## src/rtl/dmem_arbiter.sv

```systemverilog
// dmem_arbiter: round-robin per-beat arbiter sharing one data-memory port between the CPU and a DMA master.
module dmem_arbiter #(
    parameter int AW        = 32,
    parameter int DW        = 32,
    parameter int MAX_BURST = 4,
    parameter int SCW       = 16
) (
    input  logic          clk,
    input  logic          reset,
    input  logic          cpu_req,
    input  logic          cpu_we,
    input  logic [AW-1:0] cpu_addr,
    input  logic [DW-1:0] cpu_wd,
    output logic [DW-1:0] cpu_rd,
    output logic          cpu_stall,
    input  logic          dma_req,
    input  logic          dma_we,
    input  logic [AW-1:0] dma_addr,
    input  logic [DW-1:0] dma_wd,
    input  logic          dma_last,
    output logic          dma_gnt,
    output logic [DW-1:0] dma_rd,
    output logic          mem_we,
    output logic [AW-1:0] mem_addr,
    output logic [DW-1:0] mem_wd,
    input  logic [DW-1:0] mem_rd,
    output logic [SCW-1:0] stall_cnt
);
    localparam int BW = $clog2(MAX_BURST + 1);
    localparam logic [BW-1:0] BMAX = BW'(MAX_BURST);
    typedef enum logic {IDLE, BURST} state_t;
    state_t state, state_nx;
    logic last_gnt, last_gnt_nx, gnt_cpu, gnt_dma, yield;
    logic [BW-1:0] beat_cnt, beat_cnt_nx, beat_inc;
    // beat_cnt saturates at MAX_BURST so a long unbounded burst still yields as soon as the CPU asks
    always_comb begin
        beat_inc    = state == IDLE ? BW'(1) : (beat_cnt == BMAX ? beat_cnt : beat_cnt + BW'(1));
        yield       = cpu_req && beat_inc == BMAX;
        gnt_cpu     = !reset ? 1'b0 : state == IDLE ? cpu_req & (~dma_req | last_gnt) : cpu_req & ~dma_req;
        gnt_dma     = !reset ? 1'b0 : state == IDLE ? dma_req & (~cpu_req | ~last_gnt) : dma_req;
        state_nx    = gnt_dma && !dma_last && !yield ? BURST : IDLE;
        beat_cnt_nx = state_nx == BURST ? beat_inc : '0;
        last_gnt_nx = gnt_dma ? 1'b1 : gnt_cpu ? 1'b0 : last_gnt;
    end
    always_ff @(posedge clk) begin
        if (!reset) begin
            state     <= IDLE;
            last_gnt  <= 1'b1;
            beat_cnt  <= '0;
            stall_cnt <= '0;
        end else begin
            state     <= state_nx;
            last_gnt  <= last_gnt_nx;
            beat_cnt  <= beat_cnt_nx;
            stall_cnt <= stall_cnt + SCW'(cpu_stall & ~&stall_cnt);
        end
    end
    assign cpu_stall = reset & cpu_req & ~gnt_cpu;
    assign dma_gnt   = gnt_dma;
    assign mem_we    = gnt_cpu ? cpu_we : gnt_dma & dma_we;
    assign mem_addr  = gnt_dma ? dma_addr : cpu_addr;
    assign mem_wd    = gnt_dma ? dma_wd : cpu_wd;
    assign cpu_rd    = mem_rd;
    assign dma_rd    = mem_rd;
endmodule

```

## config.mk

```make
export PLATFORM = sky130hd
export DESIGN_NAME = dmem_arbiter
export DESIGN_NICKNAME = d
export VERILOG_FILES = /design/src/rtl/dmem_arbiter.sv
export SDC_FILE = /design/constraint.sdc
export NUM_CORES = 1
export LEC_CHECK = 0
export BUFFER_PORTS_ARGS = -buffer_cell sky130_fd_sc_hd__buf_2
export CAP_MARGIN = 15
export CORE_AREA = 2 2 121 123
export CTS_CLUSTER_DIAMETER = 120
export DETAILED_ROUTE_END_ITERATION = 10
export DIE_AREA = 0 0 123 125
export PLACE_DENSITY = 0.6
export SYNTH_ARGS = -nofsm -noshare
export SYNTH_HDL_FRONTEND = slang
export SYNTH_SLANG_ARGS = --single-unit
```

## constraint.sdc

```tcl
create_clock -name clk -period 5.6 [get_ports clk]
set_input_delay 0.56 -clock clk [delete_from_list [all_inputs] [get_ports clk]]
set_output_delay 0.56 -clock clk [all_outputs]
set_load 0.005 [all_outputs]
```

* Word level (Yosys, flattened, before mapping)
Index checks and enable logic that the tools add are counted.
** Word-level totals
- Register bits :: 21
- Input port bits :: 167
- Output and inout port bits :: 147
** Cells by class
- $add $sub $neg :: 2
- Equal/unequal tests :: 2
- Multiplexer cells :: 10
- Bitwise operators :: 14
- Reductions and logical operators :: 9
** Operator list (number)
- 32-bit 2-to-1 mux :: 2
- 16-bit by 1-bit adder with 16-bit output :: 1
- 16-bit AND reduction :: 1
- 1-bit AND :: 7
- 3-bit equality test, second input constant :: 2
- 1-bit 2-to-1 mux :: 6
- 3-bit 2-to-1 mux :: 2
- 1-bit inverter :: 5
- 3-bit by 1-bit adder with 3-bit output, second input constant :: 1
- 1-bit logical AND :: 3
- 1-bit zero test :: 3
- 1-bit bitwise OR :: 2
- 2-bit AND reduction :: 1
- 2-bit OR reduction :: 1

* Logic depth before layout (Yosys ltp)
- Depth in word-level cells :: 9
- Depth in mapped cells :: 9
- Gate-level depth less buffers :: 8

* Worst setup path after synthesis
Ideal clock, no wire load.
- Path type :: input port to flip-flop
- Start :: input port reset
- End :: register stall_cnt[10]
- Data arrival time :: 2.201 ns
- Setup slack :: 3.328 ns
- Cell stages on the path :: 8
- Path through :: clkbuf_1 > and4_1 > o21a_1 > ha_1 > ha_1 > nand4_1 > or4_1 > a21oi_1
** On the way
- Cells in the longest elaborated chain, start to end :: 5
- Elaborated cells on any way between the ends :: 6
- Classes of those cells :: 1 x add/sub; 1 x mux; 4 x bitwise
** Ends and longest elaborated chain
- from (decl) :: line 9 : input logic reset,
- 1-bit 2-to-1 mux :: line 39 : gnt_cpu = !reset ? 1'b0 : state == IDLE ? cpu_req & (~dma_req | last_gnt) : cpu_req & ~dma_req;
- 1-bit inverter :: line 58 : assign cpu_stall = reset & cpu_req & ~gnt_cpu;
- 1-bit AND (*) :: line 58
- via cpu_stall :: line 15 : output logic cpu_stall,
- 1-bit AND (*) :: line 55 : stall_cnt <= stall_cnt + SCW'(cpu_stall & ~&stall_cnt);
- 16-bit by 1-bit adder with 16-bit output (*) :: line 55
- to (signal assigned) :: line 55
- to (decl) :: line 27 : output logic [SCW-1:0] stall_cnt
Mark *: on every way through the listed nets, which the timed path passes. The rest lies on a longest branch.
A chain may end at the register's enable or synchronous reset.

* Worst setup path after layout
- Start :: register state
- End :: output port mem_addr[4]
** On the way
- Cells in the longest elaborated chain, start to end :: 3
** Ends and longest elaborated chain
- from (decl) :: line 32 : state_t state, state_nx;
- from (signal assigned) :: line 52 : state <= state_nx;
- 1-bit 2-to-1 mux (2 in a row) :: line 40 : gnt_dma = !reset ? 1'b0 : state == IDLE ? dma_req & (~cpu_req | ~last_gnt) : dma_req;
- 32-bit 2-to-1 mux :: line 61 : assign mem_addr = gnt_dma ? dma_addr : cpu_addr;
- to (decl) :: line 24 : output logic [AW-1:0] mem_addr,
Every way passes these cells.

==> flow_metrics.env <==
export IMPL_crit_path_end_kind="output port"
export IMPL_max_slew_margin_pct=37.7
export IMPL_die_area_mm2=0.0154
export IMPL_firstDrtPassIters=4
export IMPL_most_common_layout_cells="217 x buf_2, 64 x mux2_2, 21 x dfxtp_1"
export IMPL_async_reset_ff_share_pct=0
export IMPL_p_per_area_mw_per_mm2=148
export IMPL_layout_drive_gt1_share_pct=72.1
export IMPL_ctsHoldBuffers=0
export IMPL_grt_pass1_vias=2301
export IMPL_hold_viol_final=0
export IMPL_cts_tree="done"
export IMPL_maxSlewViolCount=0
export IMPL_fin_crit_ns=2.94
export IMPL_cp_required_ns=5.04
export IMPL_clkLatencyLatePin_ns=0.26
export IMPL_synthCells=255
export IMPL_path_max_fanout=69
export IMPL_period_share_pct=52.5
export IMPL_synth_cell_types=39
export IMPL_status="completed"
export IMPL_dpl_cell_area_mm2=0.00310
export IMPL_final_setup_skew_ns=0.00781
export IMPL_cp_start_kind="register"
export IMPL_start_util_pct=16.3
export IMPL_drv_cap=0
export IMPL_ir_drop_v=0.0000976
export IMPL_wire_per_inst_um=16.1
export IMPL_cts_setup_buffers=0
export IMPL_setup_violations=0
export IMPL_cts_root_buf="clkbuf_16"
export IMPL_synth_seq_cells=21
export IMPL_cts_resized=0
export IMPL_num_vias=2366
export IMPL_syn_avg_cell_area_um2=9.11
export IMPL_stdcell_area_mm2=0.00319
export IMPL_hold_class="register to register"
export IMPL_synth_ff_type="dfxtp_1"
export IMPL_cts_sinks=21
export IMPL_row_count=44
export IMPL_seq_area_frac_synth_pct=18.1
export IMPL_max_freq_mhz=340
export IMPL_final_seq_area_um2=420
export IMPL_synth_warnings=0
export IMPL_grt_antenna_before_repair=4
export IMPL_whs_ns=0.503
export IMPL_numCtsBuffers=3
export IMPL_die_x_um=123
export IMPL_cts_reportedPaths_clkPinSlew_ns=0.06
export IMPL_cts_htree_levels=1
export IMPL_multi_input_area_mm2=0.00134
export IMPL_ios=314
export IMPL_viasPerCell=4.03
export IMPL_clk_path_buf_depth=2
export IMPL_port_buffers=217
export IMPL_grt_max_degree=70
export IMPL_grt_usage_pct=11.5
export IMPL_globalplace_congestion=0.717
export IMPL_antenna_left=0
export IMPL_arrival_ns=2.38
export IMPL_p_leak_nw=1.58
export IMPL_wirelength_um=9440
export IMPL_rsz0062_at_grt="no"
export IMPL_fill_cells=1614
export IMPL_syn_area_mm2=0.00232
export IMPL_overflow=0
export IMPL_drt_initial_drc_count=104
export IMPL_crit_type="register to output port"
export IMPL_route_detailed_drc=0
export IMPL_layout_commonest_cell="buf_2"
export IMPL_area_delta_synth_final_pct=37.2
export IMPL_die_h_um=125
export IMPL_layout_nets=575
export IMPL_grt_pass1_wl_um=13600
export IMPL_fin_util_pct=22.4
export IMPL_synth_enable_flop_cells=0
export IMPL_coreArea_mm2=0.0142
export IMPL_worstMarginPinSlew_ns=0.935
export IMPL_dpl_hpwl_um=8260
export IMPL_syn_nets=427
export IMPL_setup_tns_final_ns=0
[logic make-up after synthesis]
kind of cell	after synthesis	share of synthesized area (%)
buffers and inverters	82	24.7
multiplexers	67	32.3
AND/OR/NAND/NOR	51	13.6
AO/OA/AOI/OAI	26	7.44
flip-flops	21	18.1
adder cells (fa/ha/maj)	5	2.69
XOR/XNOR	3	1.13
[metal layers]
layer | wire (um) | track usage (%)
met2 | 4440 | 18.8
met5 | 13 | 0
met1 | 3870 | 14.4
met4 | 52 | 1.47
met3 | 1070 | 5.06
[sequential cells by signal, indices dropped and copies added (netlist names)]
name,count
beat_cnt,3
state,1
stall_cnt,16
last_gnt,1
[cell usage after synthesis (2+ instances only)]
cell type,instances,share of area [%]
a211oi_1,2,0.65
a21oi_1,8,1.7
and2_1,2,0.54
buf_2,5,1.1
buf_4,65,21
buf_6,2,0.97
clkbuf_1,2,0.32
dfxtp_1,21,18
ha_1,5,2.7
inv_1,8,1.3
mux2_2,64,31
mux2i_1,3,1.3
nand2_1,12,1.9
nand2b_1,5,1.3
nand3_1,5,1.1
nand3_2,2,0.86
nand3b_1,2,0.65
nand4_1,4,1.1
nor2_1,3,0.48
nor4_1,3,0.81
o21ai_0,4,0.86
o31ai_1,4,1.3
or3_1,3,0.81
or4_1,5,1.6
xor2_1,2,0.75
[cell type report]
| cell class | count | area share [%] |
|---|---|---|
| clock buffers | 3 | 2.36 |
| diodes | 1 | 0.0786 |
| flip-flops and latches | 21 | 13.2 |
| multi-input cells | 152 | 41.9 |
| inverters | 8 | 0.943 |
| well taps | 184 | 7.23 |
| repair buffers | 217 | 34.1 |
| clock inverters | 1 | 0.157 |
[path summary, 6_finish.rpt]
path	slack [ns]	cells after the start	to	from
worst min register to register	0.50	2	beat_cnt[1]	state
worst min-delay path	0.50	2	beat_cnt[1]	state
worst max register to register	3.22	8	stall_cnt[4]	stall_cnt[7]
worst max-delay path	2.66	4	mem_addr[4]	state
[stage by stage]
step,worst slack [ns],cells,total power [W]
after floorplan,3.33,255,0.000259
after global placement,2.61,582,0.000320
after detailed placement,2.63,582,0.000320
after CTS,2.59,586,0.000477
after global routing,2.44,586,0.000494
final,2.66,587,0.000470
[where the power goes]
part	internal (W)	total [W]	switching, W	leakage, nW
sequential	0.000151	0.000152	0.00000121	0.170
combinational	0.0000951	0.000162	0.0000672	1.37
clock	0.0000961	0.000156	0.0000597	0.0409
total	0.000342	0.000470	0.000128	1.58
[worst max-delay path, stage by stage (launching register included)]
cell and delay (ns):
dfxtp_1 0.40, nand3b_1 0.23, nand3_4 0.66, mux2_2 0.61, buf_2 0.15
No activity file was read; power rests on OpenSTA's default activity.
